$ cat config.mk
export PLATFORM = sky130hd
export DESIGN_NAME = noc_msg_packetizer
export DESIGN_NICKNAME = d
export VERILOG_FILES = /design/src/rtl/noc_msg_packetizer.sv
export SDC_FILE = /design/constraint.sdc
export NUM_CORES = 1
export LEC_CHECK = 0
export BUFFER_PORTS_ARGS = -buffer_cell sky130_fd_sc_hd__buf_2
export CORE_AREA = 2 2 103 80
export DETAILED_ROUTE_END_ITERATION = 6
export DIE_AREA = 0 0 105 82
export PLACE_DENSITY = 0.75
export SYNTH_ARGS = -nofsm -noshare
export SYNTH_HDL_FRONTEND = slang
export SYNTH_SLANG_ARGS = --single-unit
export TNS_END_PERCENT = 5
$ cat constraint.sdc
create_clock -name clk_line -period 2.3 [get_ports clk_line]
set_input_delay 0.46 -clock clk_line [delete_from_list [all_inputs] [get_ports clk_line]]
set_output_delay 0.46 -clock clk_line [all_outputs]
set_load 0.02 [all_outputs]
$ cat src/rtl/noc_msg_packetizer.sv
// Tile transmit stage: turns a (dst, len) command plus a raw payload stream into
// one framed NoC packet (header word + len payload words, TLAST from own count).
module noc_msg_packetizer #(
  parameter int          BW      = 32,
  parameter int          BWB     = BW / 8,
  parameter int          XY_SZ   = 3,
  parameter int          LEN_W   = 12,
  parameter logic [3:0]  HDR_TAG = 4'hA
) (
  input  logic               clk_line,
  input  logic               clk_line_rst_high,
  input  logic [2*XY_SZ-1:0] HsrcId,
  input  logic               cmd_valid,
  output logic               cmd_ready,
  input  logic [2*XY_SZ-1:0] cmd_dst,
  input  logic [LEN_W-1:0]   cmd_len,
  input  logic               pay_TVALID,
  input  logic [BW-1:0]      pay_TDATA,
  input  logic [BWB-1:0]     pay_TKEEP,
  input  logic               pay_TLAST,
  output logic               pay_TREADY,
  output logic               out_TVALID,
  output logic [BW-1:0]      out_TDATA,
  output logic [BWB-1:0]     out_TKEEP,
  output logic               out_TLAST,
  input  logic               out_TREADY,
  output logic               busy,
  input  logic               err_clr,
  output logic               err_last_mismatch,
  output logic [15:0]        pkt_count
);

  typedef enum logic {IDLE, PAYLOAD} state_e;

  state_e           state_q;
  logic [LEN_W-1:0] rem_q;
  logic             vld_q;
  logic [BW-1:0]    data_q;
  logic [BWB-1:0]   keep_q;
  logic             last_q;
  logic             err_q;
  logic [15:0]      cnt_q;

  logic adv;
  logic last_word;
  logic pay_fire;
  logic err_d;

  // Header: dst in the low field, source above it, length at bit 16, tag on top.
  function automatic logic [BW-1:0] build_hdr(input logic [2*XY_SZ-1:0] dst,
                                               input logic [2*XY_SZ-1:0] src,
                                               input logic [LEN_W-1:0]   len);
    logic [BW-1:0] h;
    h                      = '0;
    h[2*XY_SZ-1:0]         = dst;
    h[4*XY_SZ-1:2*XY_SZ]   = src;
    h[16+LEN_W-1:16]       = len;
    h[31:28]               = HDR_TAG;
    return h;
  endfunction

  assign adv        = !vld_q || out_TREADY;
  assign last_word  = (rem_q == LEN_W'(1));
  assign cmd_ready  = (state_q == IDLE) && adv;
  assign pay_TREADY = (state_q == PAYLOAD) && adv;
  assign pay_fire   = pay_TVALID && pay_TREADY;

  // A framing error seen in the same cycle as a clear must survive.
  always_comb begin
    err_d = err_q;
    if (err_clr)
      err_d = 1'b0;
    if (pay_fire && (pay_TLAST != last_word))
      err_d = 1'b1;
  end

  always_ff @(posedge clk_line or posedge clk_line_rst_high) begin
    if (clk_line_rst_high) begin
      state_q <= IDLE;
      rem_q   <= '0;
      vld_q   <= 1'b0;
      data_q  <= '0;
      keep_q  <= '0;
      last_q  <= 1'b0;
      err_q   <= 1'b0;
      cnt_q   <= '0;
    end else begin
      if (adv) begin
        vld_q <= 1'b0;
        case (state_q)
          IDLE: begin
            if (cmd_valid) begin
              vld_q  <= 1'b1;
              data_q <= build_hdr(cmd_dst, HsrcId, cmd_len);
              keep_q <= '1;
              last_q <= (cmd_len == '0);
              if (cmd_len != '0) begin
                rem_q   <= cmd_len;
                state_q <= PAYLOAD;
              end
            end
          end
          PAYLOAD: begin
            if (pay_TVALID) begin
              vld_q  <= 1'b1;
              data_q <= pay_TDATA;
              keep_q <= pay_TKEEP;
              last_q <= last_word;
              rem_q  <= rem_q - LEN_W'(1);
              if (last_word)
                state_q <= IDLE;
            end
          end
          default: state_q <= IDLE;
        endcase
      end
      err_q <= err_d;
      if (vld_q && out_TREADY && last_q)
        cnt_q <= cnt_q + 16'd1;
    end
  end

  assign out_TVALID        = vld_q;
  assign out_TDATA         = data_q;
  assign out_TKEEP         = keep_q;
  assign out_TLAST         = last_q;
  assign busy              = (state_q == PAYLOAD) || vld_q;
  assign err_last_mismatch = err_q;
  assign pkt_count         = cnt_q;

endmodule

# ---- Yosys cells after proc, flatten, opt, wreduce, memory -nomap -nowiden
# Index checks and enable logic that the tools add are counted.
# Widths: inputs -> output; s select.
dict set report totals {
  out_inout_bits 58
  inputBits 67
  regBits 68
  word_cells 53
}
dict set report classes {
  addsub 2
  bitwise_logic 1
  eq_ne 5
  n_mux 23
  reduce_logical 14
}
# op n
set op_table {}
lappend op_table {{$mux 32} 2}
lappend op_table {{$pmux 32 s2} 1}
lappend op_table {{$mux 12} 3}
lappend op_table {{$pmux 12 s2} 1}
lappend op_table {{$add 16x1->16 const B} 1}
lappend op_table {{$eq 12x1->1 const B} 1}
lappend op_table {{$logic_not 12->1} 1}
lappend op_table {{$reduce_bool 12->1} 1}
lappend op_table {{$sub 12x1->12 const B} 1}
lappend op_table {{$mux 1} 10}
lappend op_table {{$mux 4} 2}
lappend op_table {{$pmux 4 s2} 1}
lappend op_table {{$logic_and 1x1->1} 6}
lappend op_table {{$pmux 1 s2} 3}
lappend op_table {{$ne 2x2->1 const B} 2}
lappend op_table {{$reduce_and 4->1} 1}
lappend op_table {{$reduce_and 3->1} 1}
lappend op_table {{$logic_or 1x1->1} 2}
lappend op_table {{$ne 2x1->1 const B} 1}
lappend op_table {{$reduce_bool 2->1} 1}
lappend op_table {{$logic_not 1->1} 1}
lappend op_table {{$ne 1x1->1} 1}
lappend op_table {{$not 1->1} 1}

# ---- Longest topological paths before layout
# Gate-level depths: netlist (run 1).
dict set report depth {
  depth_word 6
  ltp_mapped 7
  depth_no_buf 6
}

# ---- Least setup slack after synthesis (run 1)
# Ideal clock, no wire load.
dict set report synth_timing {
  kind {register -> register}
  from {register rem_q[0]}
  to {register rem_q[8]}
  setup_slack_ns 0.483
  arrival_ns 1.693
  stages_incl_launch_ff 7
  setup_time_ns 0.124
  n_path_buf 0
  period_less_slack_ns 1.817
  t_required_ns 2.176
  path_cell_list {dfrtp_1 > inv_1 > ha_1 > or3b_2 > o21ai_0 > nand3_1 > a211o_1}
}
dict set report synth_between {
  elab_chain_cells 3
}
# item line_no
set synth_rtl {}
lappend synth_rtl {{from (decl)} 36} ;# logic [LEN_W-1:0] rem_q;
lappend synth_rtl {{from (signal assigned)} 98} ;# rem_q <= cmd_len;
lappend synth_rtl {{from (signal assigned)} 109} ;# rem_q <= rem_q - LEN_W'(1);
lappend synth_rtl {{$sub 12x1->12} 109}
lappend synth_rtl {{$mux 12} 104} ;# if (pay_TVALID) begin
lappend synth_rtl {{$pmux 12 s2} 90} ;# case (state_q)
# No other way between the ends. The select of a mux whose other input is x is not followed.
# A chain may end at the register's enable or synchronous reset.

# ---- Worst setup path in the final report (run 1)
dict set report layout_timing {
  from {register rem_q[0]}
  to {register rem_q[10]}
}
# The elaborated chain is that of the path after synthesis.

==> impl.org, run 1 <==
** Clock network
- Clk root buf :: sky130_fd_sc_hd__clkbuf_8
- The later pin in the worst-skew pair is clocked with a latency of ~340 ps.
- Number of sinks on the clock net :: 68
- Number of CTS-inserted buffers :: 9
- Number of buffers on the longest clock path :: 2
- Setup Fix Bufs, Post-CTS :: 0
- Post-CTS Hold Fix Bufs :: 0
- # resized after CTS :: 0
- Clock slew at the register clock pins of the worst setup and hold paths :: 80 ps
- Clock tree from TritonCTS :: done
- In this run the number of H-tree levels came out at 3.

** Flow run
- The tool flagged a number of max-cap violations equal to 0.

** Worst setup path
- For the worst setup path, the data arrival time is between 2000 and 2500 ps.
- Startpoint of the worst-slack reg-to-reg timing path :: rem_q[0]$_DFFE_PP0P_
- Crit path required time :: 2520 ps
- The critical path is of the flip-flop to flip-flop type.
- Crit path max fanout :: 6
- The worst register-to-register path ends at rem_q[10]$_DFFE_PP0P_.
- CP Launch Type :: flip-flop
- The worst register-to-register path has a setup slack of 230 ps.
- The slowest stage of the critical path is the sky130_fd_sc_hd__or3b_2 cell.
- Peak per-stage delay on the critical path :: ~510 ps
- Worst reg2reg path depth :: 6
- The worst setup path is captured at a flip-flop.
- The critical path goes through inv_1 > ha_1 > or3b_2 > nor4_2 > o32ai_1 > a211o_1.

** Finish
- Compared with the post-synthesis result, the final layout area differs by 29.15%.
- Counting the fill cells in the layout gives ~730.
- Fraction of final layout cells sized beyond drive strength 1 :: around a third
- Number of antenna cells inserted :: 0
- The finished cells cover roughly 4300 sq um.
- Cells fill 55.75% of the core in the end.
- Net total in the final layout :: ~520

** Timing
- Static timing analysis puts the maximum clock frequency at roughly 0.48 GHz.
- Endpoints failing setup :: 0
- Across the routed clock network, the largest skew measured is 11.33 ps.
- The final critical path takes up 89.93% of the cycle.
- Unrepaired setup endpoints after global routing :: false
- The worst path in the final design needs a cycle of ~2100 ps, including I/O delays and setup.
- Final hold analysis gives a worst-case slack of approximately 190 ps.
- In this run the tightest slew margin relative to its limit is between 50% and 60%.
- Setup TNS after final layout :: 0 ps
- Final hold vios :: 0
- The max-slew violation count is 0.
- For the pin with the worst max-slew slack, the measured transition is roughly 660 ps.

** Routing
- In the routed layout, each cell is associated on average with a via count of ~5.3.
- DR pass1 iterations :: 5
- Final ANT Viol Nets :: 0
- For this block, the via count after detailed routing is between 2000 and 3000.
- Remaining design rule violation count :: 0
- The final layout contains routed wiring with a total length of just over 8000 microns.
- In the final routed layout, each cell accounts on average for 14.86 microns.
- Iteration-0 DRC count of the detailed router :: between 200 and 300

** Synthesis
- In this run, synthesis produced a sequential element count of 68.
- The number of different library cells used by synthesis comes to 43.
- Number of warnings reported in the yosys synthesis log :: 0
- The biggest area contributor in the post-synthesis netlist is sky130_fd_sc_hd__dfrtp_1.
- Area of the mapped netlist :: between 3000 and 4000 sq um
- The number of nets in the synthesized netlist is between 300 and 400.
- Averaged over all synthesized cells, the footprint is 10.18 sq um.
- Gate Count Post-Synth :: about 320
- Ranking of synthesized cells by area :: sky130_fd_sc_hd__dfrtp_1 52%, sky130_fd_sc_hd__mux2i_1 5.8%, sky130_fd_sc_hd__o21ai_0 4.3%, sky130_fd_sc_hd__nand2_1 4.0%, sky130_fd_sc_hd__xnor2_1 2.7%
- The top cell type by area accounts for between 50% and 60% of the synthesized area.
- Portion of the post-synthesis area used by sequential elements :: between 50% and 60%

** Power and ir drop
- P_leak :: around 2.2 nW
- Across the VDD grid, the largest voltage drop is between 0.3 and 0.4 mV.
- Power Dens Cells :: 794.6 nW/um^2

** GRT
- Entering global routing, the biggest net connects 69 pins.
- Global-route wire length before repair :: around 14000 microns
- Summed over all layers, the global routing overflow is 0.
- Global routing used approximately 20% of the available tracks across all layers.
- The number of global-route vias before repair came to 2792.
- Antenna violations before repair :: 0

** Die
- Initial standard-cell utilization of the core :: a little over two fifths
- The region available for standard cell placement spans ~7600 sq um.
- Pin placement for this block handled roughly 130 I/O pins.
- Die X :: 105 microns
- In this run the core area contains 28 standard-cell rows.
- The floorplan step defined a die boundary enclosing between 8000 and 9000 sq um.
- The floorplan step set the die height to between 80 and 90 microns.

** Placement
- Placed cell area :: about 4000 sq um
- Half-perimeter wire length after placement :: slightly below 6000 microns
- Routability-driven placement finished with a final weighted congestion of ~0.9.
- In this run the tool buffered the top-level ports with between 100 and 150 buffer cells.

** Hold path
- Class of the worst hold path :: primary input to async pin

** Outcome
- Run status :: completed
## state kept, by name, indices dropped and copies added, names as in the netlist
name and count:
out_TDATA 32, rem_q 12, state_q 1, out_TLAST 1, out_TKEEP 4, pkt_count 16, out_TVALID 1, err_last_mismatch 1
## final cells by class
class / instances / area [sq um] / area share, %
inverters: 9 / 33.78 / 0.7934
flip-flops and latches: 68 / 1703 / 39.99
well taps: 105 / 131.4 / 3.086
clock inverters: 6 / 88.84 / 2.086
repair buffers: 133 / 700.7 / 16.46
multi-input cells: 227 / 1473 / 34.59
clock buffers: 10 / 127.6 / 2.997
## worst max-delay path by stage
stage	cells past startpoint	slack [ps]	startpoint	end
2_1_floorplan	1	130	clk_line_rst_high	err_last_mismatch$_DFFE_PP0P_
3_3_place_gp	5	320	cmd_len[10]	rem_q[6]$_DFFE_PP0P_
3_5_place_dp	5	270	cmd_len[10]	rem_q[10]$_DFFE_PP0P_
4_1_cts	6	260	rem_q[0]$_DFFE_PP0P_	rem_q[10]$_DFFE_PP0P_
5_1_grt	6	120	rem_q[0]$_DFFE_PP0P_	rem_q[10]$_DFFE_PP0P_
6_report	6	230	rem_q[0]$_DFFE_PP0P_	rem_q[10]$_DFFE_PP0P_
## cells by family after synthesis
| group | count (synthesis) | synth area share [%] |
|---|---|---|
| adder cells (fa/ha/maj) | 3 | 1.139 |
| buffers and inverters | 29 | 3.719 |
| flip-flops | 68 | 51.61 |
| XOR/XNOR | 16 | 4.250 |
| AND/OR/NAND/NOR | 119 | 19.51 |
| AO/OA/AOI/OAI | 69 | 13.66 |
| multiplexers | 20 | 6.110 |
## cells in the mapped netlist
cell type                    n
sky130_fd_sc_hd__o22a_1      6
sky130_fd_sc_hd__nand2_1    35
sky130_fd_sc_hd__xnor2_1    10
sky130_fd_sc_hd__nand4b_1    1
sky130_fd_sc_hd__nor3b_1     3
sky130_fd_sc_hd__dfrtp_1    68
sky130_fd_sc_hd__ha_1        3
sky130_fd_sc_hd__o22ai_1     1
sky130_fd_sc_hd__mux2i_1    19
sky130_fd_sc_hd__nand4_1     7
sky130_fd_sc_hd__inv_1       9
sky130_fd_sc_hd__or3b_2      1
sky130_fd_sc_hd__and3_1      7
sky130_fd_sc_hd__a31oi_1     5
sky130_fd_sc_hd__a21oi_1     8
sky130_fd_sc_hd__mux2_2      1
sky130_fd_sc_hd__o21ai_0    28
sky130_fd_sc_hd__a211o_1     5
sky130_fd_sc_hd__clkbuf_1    8
sky130_fd_sc_hd__xor2_1      6
sky130_fd_sc_hd__nor4_2      2
sky130_fd_sc_hd__or4_1       4
sky130_fd_sc_hd__buf_1       1
sky130_fd_sc_hd__and4_1      3
sky130_fd_sc_hd__nor4_1      7
sky130_fd_sc_hd__and2_1      2
sky130_fd_sc_hd__or2_2       1
sky130_fd_sc_hd__o32ai_1     2
sky130_fd_sc_hd__nor3_1      5
sky130_fd_sc_hd__o31ai_1     3
sky130_fd_sc_hd__or2_1       1
sky130_fd_sc_hd__nor2_1      9
sky130_fd_sc_hd__o211ai_1    1
sky130_fd_sc_hd__buf_2      11
sky130_fd_sc_hd__o2bb2ai_1   2
sky130_fd_sc_hd__a221o_1     1
sky130_fd_sc_hd__a2111oi_0   1
sky130_fd_sc_hd__nor2b_1     9
sky130_fd_sc_hd__nand3b_1    1
sky130_fd_sc_hd__or3_1       3
sky130_fd_sc_hd__a22o_1      6
sky130_fd_sc_hd__nand3_1    16
sky130_fd_sc_hd__nand2b_1    2
## through the flow
step	total power, mW	cells	worst slack (ps)
floorplan	2.015	324	128.5
global placement	2.300	542	320.7
finish	3.383	558	231.7
global route	3.584	558	118.2
detailed placement	2.334	542	266.6
CTS	3.415	558	257.1
## where the power goes
| part | leakage [nW] | internal, mW | switching, mW |
|---|---|---|---|
| Clock | 0.103 | 0.613 | 0.464 |
| Combinational | 1.24 | 0.308 | 0.469 |
| Sequential | 0.817 | 1.37 | 0.157 |
| Total | 2.16 | 2.29 | 1.09 |
## worst max-delay path, delay by kind of cell (launching register included)
| kind | cells | cell delay (ps) |
|---|---|---|
| simple gates | 2 | 710 |
| fa+ha+maj | 1 | 270 |
| buf+inv | 1 | 140 |
| flops | 1 | 440 |
| compound gates | 2 | 390 |
## metal layers
metal	GRT usage [%]	vias up	share of wire (%)
li1	-	1423	-
met3	6.746	4	7.4
met1	26.96	1401	45
met5	0	-	0
met2	30.97	108	47
met4	5.600	0	0.69
## layout by cell type (no fill, tap or decap), types with 9 or more instances in the layout
master / n
sky130_fd_sc_hd__o21ai_0: 28
sky130_fd_sc_hd__xnor2_1: 10
sky130_fd_sc_hd__dfrtp_1: 67
sky130_fd_sc_hd__nand3_1: 16
sky130_fd_sc_hd__nor2_1: 9
sky130_fd_sc_hd__nand2_1: 35
sky130_fd_sc_hd__clkbuf_8: 9
sky130_fd_sc_hd__buf_2: 124
sky130_fd_sc_hd__nor2b_1: 9
sky130_fd_sc_hd__mux2i_1: 19
(Power assumes the default switching activity.)
==> inputs of run 2 (changes only) <==
--- a/config.mk
+++ b/config.mk
@@ -7,8 +7,8 @@
 export LEC_CHECK = 0
 export BUFFER_PORTS_ARGS = -buffer_cell sky130_fd_sc_hd__buf_2
-export CORE_AREA = 2 2 103 80
+export CORE_AREA = 2 2 98 77
 export DETAILED_ROUTE_END_ITERATION = 6
-export DIE_AREA = 0 0 105 82
-export PLACE_DENSITY = 0.75
+export DIE_AREA = 0 0 100 79
+export PLACE_DENSITY = 0.78
 export SYNTH_ARGS = -nofsm -noshare
 export SYNTH_HDL_FRONTEND = slang
==> constraint.sdc (replaced) <==
create_clock -name clk_line -period 2.2 [get_ports clk_line]
set_input_delay 0.11 -clock clk_line [delete_from_list [all_inputs] [get_ports clk_line]]
set_output_delay 0.11 -clock clk_line [all_outputs]
set_load 0.02 [all_outputs]
==> run 2 against run 1 <==
Register-to-register slack about the same. Worst setup slack worse by 8.8 ps. Sequential cell count unchanged. Via count up 2.8%. Worst hold slack worse by 180 ps. Global-route usage up 2.1 points. Clock power down 9.9%.
==> impl.org, run 2 (synthesis results as in run 1) <==
** Worst setup path
- RR Endpoint :: rem_q[10]$_DFFE_PP0P_
- Cell Chain, Critical Path :: inv_1 > ha_1 > or3b_2 > nor4_2 > o32ai_1 > a211o_1
- Crit path capture type :: flip-flop
- Peak per-stage delay on the critical path :: about 500 ps
- The critical path is of the flip-flop to flip-flop type.
- Crit path max fanout :: 5
- Logic depth of the worst path, buffers included :: 6
- Among all stages on the critical path, the largest delay is contributed by sky130_fd_sc_hd__or3b_2.
- Counting both buffers and inverters, the worst setup path holds a total of 1.
- Worst reg2reg path depth :: 6
- STA classifies the critical path startpoint as a flip-flop.
- In this run the critical register-to-register path is launched from rem_q[1]$_DFFE_PP0P_.
- For the worst setup path, the data arrival time is around 2200 ps.
- Crit path required time :: ~2400 ps
- Flop-to-flop setup slack :: 220 ps
- Broken down by cell family, the worst path's largest delay share belongs to simple AND/OR/NAND/NOR gates.

** Clock network
- Number of levels in the clock H-tree :: 3
- Number of sinks on the clock net :: 68
- Number of buffers on the longest clock path :: 2
- Buffers inserted during clock tree synthesis total 9.
- Clock slew at the register clock pins of the worst setup and hold paths :: roughly 70 ps
- Clock insertion delay at the later pin of the skew report :: 340 ps
- Post-CTS timing repair inserted 0 buffers for setup.
- Clock tree from TritonCTS :: done
- Clk root buf :: sky130_fd_sc_hd__clkbuf_8

** GRT
- Entering global routing, the biggest net connects slightly below 60 pins.
- For this run, the total global-route usage over all layers was measured as roughly 22%.
- The number of antenna violations at the first check in global routing came to 0.
- Aggregate global routing overflow :: 0
- Number of global-route vias before repair :: approximately 2900
- Global-route wire length before repair :: between 10000 and 15000 microns

** Timing
- For the pin with the worst max-slew slack, the measured transition is roughly 640 ps.
- Headroom to the max-slew limit came out at 57.14%.
- Setup repair after global routing left no endpoint under its margin.
- Setup ws final :: 222.9 ps
- The final hold violation count is 0.
- Setup violations remaining at the end of the flow were counted as 0.
- The max-slew violation count came to 0.
- Final critical delay including setup and external delays :: approximately 2000 ps
- Tcrit/Tclk final :: around nine tenths
- Setup TNS after final layout :: 0 ps
- Timing would allow up to roughly 0.51 GHz.
- Worst-case clock skew :: 9.996 ps

** Routing
- Remaining design rule violation count :: 0
- Number of vias per cell :: approximately 5.5
- Iteration-0 DRC count of the detailed router :: 200
- DR pass1 iterations :: 5
- In the final routed layout, each cell accounts on average for ~15 microns.
- The detail route stage leaves a number of antenna-violating nets equal to 0.
- Drt total wl :: between 8000 and 9000 microns
- Number of vias in the routed layout :: roughly 3000

** Power and ir drop
- Max VDD drop :: roughly 0.35 mV
- In this run the power density over the cells is 791.1 nW/um^2.
- For this design the static power due to leakage is 2.196 nW.

** Placement
- In this run, placement finished with an instance count of ~530.
- Port buffering added around 120 buffers.
- Post-place setup slack :: around 240 ps
- In this run the cell area measured after placement is 4014 sq um.
- Final RePlAce weighted congestion :: about 0.97
- Half-perimeter wire length after placement :: 6298 microns

** Finish
- Synthesis-to-layout area growth :: 30.59%
- Core Util, Final :: 61.27%
- Top library cells by usage in the layout, fill and taps aside :: 124 x sky130_fd_sc_hd__buf_2, 67 x sky130_fd_sc_hd__dfrtp_1, 35 x sky130_fd_sc_hd__nand2_1, 28 x sky130_fd_sc_hd__o21ai_0, 19 x sky130_fd_sc_hd__mux2i_1
- Largest register FFs :: 32
- The library cell used most frequently in the layout, excluding fill and tap cells, is sky130_fd_sc_hd__buf_2.
- Net total in the final layout :: 530
- Once layout is complete, the cells apart from fillers number ~550.
- After routing the design area is between 4000 and 5000 sq um.
- The repair_antennas step left the layout with diodes totalling 0.
- Fraction of final layout cells sized beyond drive strength 1 :: 33.62%

** Hold path
- Counting instances, the worst hold path has a depth of 2.
- Class of the worst hold path :: primary input to flip-flop
- The worst hold path begins at pay_TKEEP[3].
- Endpoint, Worst Hold :: out_TKEEP[3]$_DFFE_PP0P_

** Die
- Die height :: 79 microns
- between 100 and 150 I/O pins were placed.
- Die X :: 100 microns
- Row count :: 27
- The region available for standard cell placement spans about 7000 sq um.
- Die Footprint :: a little under 8000 sq um
- Initial standard-cell utilization of the core :: a little under half

** Flow run
- Max Cap Violations :: 0

** Outcome
- The run finished with clean final reports.
run 2: changes by cell type in the layout (fill, tap and decap cells not counted):
cell | before | now
sky130_fd_sc_hd__inv_6 | 1 | 0
sky130_fd_sc_hd__bufinv_16 | 2 | 1
sky130_fd_sc_hd__dlygate4sd3_1 | 0 | 11
sky130_fd_sc_hd__clkinvlp_4 | 2 | 0
sky130_fd_sc_hd__buf_12 | 1 | 0
sky130_fd_sc_hd__clkinv_4 | 0 | 1
sky130_fd_sc_hd__clkinv_2 | 1 | 3
sky130_fd_sc_hd__buf_4 | 8 | 10
run 2: how the worst max path moves through the flow:
stage,start,to,slack [ps]
after floorplan,clk_line_rst_high,err_last_mismatch$_DFFE_PP0P_,380
after global placement,rem_q[0]$_DFFE_PP0P_,rem_q[8]$_DFFE_PP0P_,310
after detailed placement,rem_q[0]$_DFFE_PP0P_,rem_q[10]$_DFFE_PP0P_,240
after CTS,rem_q[1]$_DFFE_PP0P_,rem_q[10]$_DFFE_PP0P_,220
after global routing,rem_q[0]$_DFFE_PP0P_,rem_q[10]$_DFFE_PP0P_,90
final,rem_q[1]$_DFFE_PP0P_,rem_q[10]$_DFFE_PP0P_,220
run 2: cell type report:
cell class | count | area [sq um]
clock inverter | 5 | 53.80
clock buffer | 10 | 127.6
timing repair buffer | 145 | 805.8
tap | 87 | 108.9
fill | 633 | 2721
multi-input combinational | 227 | 1473
sequential | 68 | 1703
inverter | 9 | 33.78
run 2: per-layer routing:
metal  up-vias  share of wire [%]  GRT usage (%)
met5         -                  0              0
met1      1454                 42          28.33
met2       105                 50          36.82
met4         0                1.5          5.753
li1       1445                  -              -
met3        14                6.3          6.426
run 2: per-stage QoR:
| stage | hold slack (ps) | power [mW] |
|---|---|---|
| after floorplan | 218.6 | 2.107 |
| after global placement | 224.5 | 2.407 |
| after detailed placement | 232.9 | 2.443 |
| after CTS | 3.304 | 3.441 |
| after global routing | 20.17 | 3.609 |
| final | 12.72 | 3.406 |
run 2: power by group:
part           internal (mW)  total [mW]  switching [mW]
Clock                  0.513       0.973           0.460
Combinational          0.336       0.838           0.502
Sequential              1.44        1.59           0.158
Total                   2.29        3.41            1.12
run 2: timing repair:
action / 4_1_cts / 5_1_grt
resized for setup: 0 / 0
endpoints found under the hold margin: 37 / 0
hold buffers: 11 / 0
==> inputs of run 3 (changes only) <==
ABC_AREA = 1   (was not set)
CORE_AREA = 2 2 99 77   (was 2 2 98 77)
DIE_AREA = 0 0 101 79   (was 0 0 100 79)
==> run 3 against run 2 <==
Sequential share of layout area decreased by 0.063 points. Clock-buffer cell count stayed put. Synthesized cell count is 25% higher. Critical path type unchanged. Critical endpoint is now out_TDATA[2]$_DFFE_PP0P_. Largest cell class unchanged.
==> impl.org, run 3 <==
** Timing
- Worst-case headroom to the max-slew limit :: between 60% and 70%
- Setup TNS after final layout :: 0 ps
- Setup violations remaining at the end of the flow were counted as 0.
- For this run, the top clock speed supported by timing is around 0.55 GHz.
- For the pin with the worst max-slew slack, the measured transition is 559.7 ps.
- The max-slew violation count was 0.
- Unrepaired setup endpoints after global routing :: false
- On the final layout, the worst clock skew is between 7 and 8 ps.
- Final hold vios :: 0
- After layout, the minimum clock period comes to 1829 ps.
- Tcrit/Tclk final :: just over 80%

** Synthesis
- Post-synthesis cell type with the largest combined area :: sky130_fd_sc_hd__dfrtp_1
- Area of the mapped netlist :: roughly 3300 sq um
- Averaged over all synthesized cells, the footprint is 8.224 sq um.
- After synthesis, the largest family of logic cells by area is simple AND/OR/NAND/NOR gates.
- Flip-flop cell with the highest count after synthesis :: sky130_fd_sc_hd__dfrtp_1
- Yosys printed 0 warnings.
- After synthesis the netlist holds a flip-flop and latch count of 68.
- Share of Yosys cell area claimed by the top area cell type :: about half
- When the netlist entered floorplanning its net count stood at roughly 480.
- Synth Area in Simple Gates :: 25.69%
- Summing the areas of all compound-gate instances in the mapped netlist gives a little under an eighth of the synthesized area.
- The commonest cells after synthesis are 120 x sky130_fd_sc_hd__nand2_1, 68 x sky130_fd_sc_hd__dfrtp_1, 59 x sky130_fd_sc_hd__nor2_1.
- By instance count, the leading cell after synthesis is sky130_fd_sc_hd__nand2_1.
- Counting flops with a built-in enable in the synthesized netlist gives 0.
- Post-synthesis adder-cell area fraction :: between 1 and 1.5%
- Synthesis handed over a netlist of ~410 instances.
- The share of the Yosys chip area taken by registers is between 50% and 60%.
- Mux contribution to synthesized area :: 0%
- Number of different library cells in the post-synthesis netlist :: 32
- Summing the areas of all xor and xnor instances in the mapped netlist gives around 3.7% of the synthesized area.
- Ys async rst share :: between 90% and 100%
- After synthesis, the cell types taking the most area are sky130_fd_sc_hd__dfrtp_1 51%, sky130_fd_sc_hd__nand2_1 14%, sky130_fd_sc_hd__nor2_1 6.6%, sky130_fd_sc_hd__a31oi_1 4.3%, sky130_fd_sc_hd__inv_1 3.5%.

** Die
- Core area :: slightly above 7000 sq um
- Die X :: just over 100 microns
- The die covers approximately 8000 sq um.
- Die height :: 79 microns
- Io pins :: 125
- Row count :: 27
- Initial standard-cell utilization of the core :: 46.95%

** GRT
- After global routing the overflow that remains totals 0.
- Largest net degree at the start of global routing :: 43
- Antenna violations before repair :: 0
- GR Util All Layers :: around a quarter
- Number of global-route vias before repair :: 3039
- The first global-routing pass estimated between 10000 and 15000 microns of wire.

** Clock network
- Clock slew at the register clock pins of the worst setup and hold paths :: 70 ps
- TritonCTS built the clock tree.
- In this run the deepest clock path goes through 2 buffers.
- Clock insertion delay at the later pin of the skew report :: 330 ps
- The clock tree synthesis step divided the H-tree into 3 levels.
- # resized after CTS :: 0
- Hold repair after CTS inserted 7 buffers.
- Buffers inserted during clock tree synthesis total 9.
- The tree built by TritonCTS fans out to 68 sinks.
- Setup Fix Bufs, Post-CTS :: 0
- In this run the clock root is driven by a sky130_fd_sc_hd__clkbuf_8.

** Placement
- In this run the tool buffered the top-level ports with approximately 120 buffer cells.
- Half-perimeter wire length after placement :: approximately 6700 microns
- Final RePlAce weighted congestion :: between 0.9 and 1

** Worst setup path
- The slowest stage of the critical path belongs to the cell sky130_fd_sc_hd__dfrtp_1.
- Crit path required time :: between 2000 and 2500 ps
- Startpoint of the worst-slack reg-to-reg timing path :: state_q$_DFFE_PP0N_
- Peak per-stage delay on the critical path :: between 500 and 600 ps
- In this run the critical register-to-register path is captured at out_TDATA[2]$_DFFE_PP0P_.
- Crit path capture type :: flip-flop
- The number of cells on the worst reg-to-reg path is 7.
- STA classifies the critical path startpoint as a flip-flop.
- Following the worst setup path forward leads to its endpoint at out_TDATA[2]$_DFFE_PP0P_.
- At the worst endpoint, the arrival time is roughly 2100 ps.
- Flop-to-flop setup slack :: 370 ps
- The critical path starts at state_q$_DFFE_PP0N_.
- The worst setup path is of the flip-flop to flip-flop kind.
- Crit path max fanout :: 30
- Cell Chain, Critical Path :: nand2_1 > o21ai_1 > nand2_4 > inv_4 > buf_4 > nor2_1 > a31oi_1

** Routing
- After detailed routing, the number of remaining DRC violations is 0.
- Routed length per placed instance :: ~14 microns
- After detailed routing, the number of vias per cell comes to 5.122.
- Across all layers, the routed design uses approximately 3200 vias.
- Final ANT Viol Nets :: 0
- In this run, the number of DRC markers left after iteration 0 of detailed routing was ~220.
- Wires add up to 9033 microns.
- The pre-antenna-repair detailed-routing pass consisted of 4 iterations.

** Finish
- Top library cells by usage in the layout, fill and taps aside :: 124 x sky130_fd_sc_hd__buf_2, 120 x sky130_fd_sc_hd__nand2_1, 68 x sky130_fd_sc_hd__dfrtp_1, 59 x sky130_fd_sc_hd__nor2_1, 30 x sky130_fd_sc_hd__inv_1
- Fraction of final layout cells sized beyond drive strength 1 :: between 20 and 30%
- Number of antenna cells inserted :: 0
- Compared with the post-synthesis result, the final layout area differs by 29.38%.
- Most common cell after layout, fill and taps aside :: sky130_fd_sc_hd__buf_2
- Largest register FFs :: 32
- The net count of the finished layout is between 600 and 700.

** Power and ir drop
- P_leak :: ~2.3 nW
- Tot Pwr :: approximately 4 mW
- Across the VDD grid, the largest voltage drop is around 0.36 mV.
- Power Dens Cells :: ~900 nW/um^2

** Flow run
- Max Cap Violations :: 0

** Hold path
- Worst hold path depth :: 2
- In this run the worst hold path is classified as primary input to flip-flop.

** Outcome
- The run finished with clean final reports.
-- run 3: worst min-delay path by stage --
| stage | endpoint | startpoint |
|---|---|---|
| detailed placement | out_TDATA[8]$_DFFE_PP0P_ | clk_line_rst_high |
| global route | out_TDATA[29]$_DFFE_PP0P_ | pay_TDATA[29] |
| floorplan | out_TDATA[12]$_DFFE_PP0P_ | pay_TDATA[12] |
| global placement | out_TDATA[8]$_DFFE_PP0P_ | clk_line_rst_high |
| CTS | out_TDATA[29]$_DFFE_PP0P_ | pay_TDATA[29] |
| finish | out_TDATA[12]$_DFFE_PP0P_ | pay_TDATA[12] |
-- run 3: layout make-up --
type,instances,area (sq um)
fillers,652,2785
flip-flops and latches,68,1702
clock inverters,6,87.58
multi-input cells,287,1413
well taps,87,108.9
clock buffers,10,127.6
inverters,36,137.6
repair buffers,135,733.2
-- run 3: kinds of logic after synthesis --
family / count (synthesis)
DFF: 68
AOI/OAI and AO/OA: 64
buffers and inverters: 50
and+or+nand+nor: 206
xor gates and xnor gates: 14
adders and majority gates: 3
-- run 3: metrics by stage --
| step | setup slack [ps] | hold slack, ps | area (sq um) | utilization, % | cells |
|---|---|---|---|---|---|
| after floorplan | 378.5 | 242.7 | 3331 | - | 405 |
| after global placement | 498.5 | 203.2 | 4024 | 56.72 | 606 |
| after detailed placement | 392.1 | 202.5 | 4024 | 56.72 | 606 |
| after CTS | 360.1 | 1.442 | 4309 | 60.74 | 629 |
| after global routing | 193.9 | 1.813 | 4309 | 60.74 | 629 |
| final | 370.6 | 17.96 | 4309 | 60.74 | 629 |
-- run 3: routing by layer --
metal	GRT usage (%)	vias to the layer above	wire length [microns]
met1	33.12	1509	4225
met3	5.458	13	610
met5	0	-	0
met2	36.80	132	4061
li1	-	1568	-
met4	7.162	0	136
-- run 3: worst max-delay path, delay by kind of cell (launching register included) --
family | cells | cell delay (ps)
AOI/OAI and AO/OA | 2 | 290
and+or+nand+nor | 3 | 320
buffers and inverters | 2 | 580
DFF | 1 | 540
-- run 3: power by group --
group	switching, mW	total (mW)	internal [mW]
combinational	0.678	1.08	0.407
sequential	0.215	1.70	1.48
clock	0.476	1.12	0.641
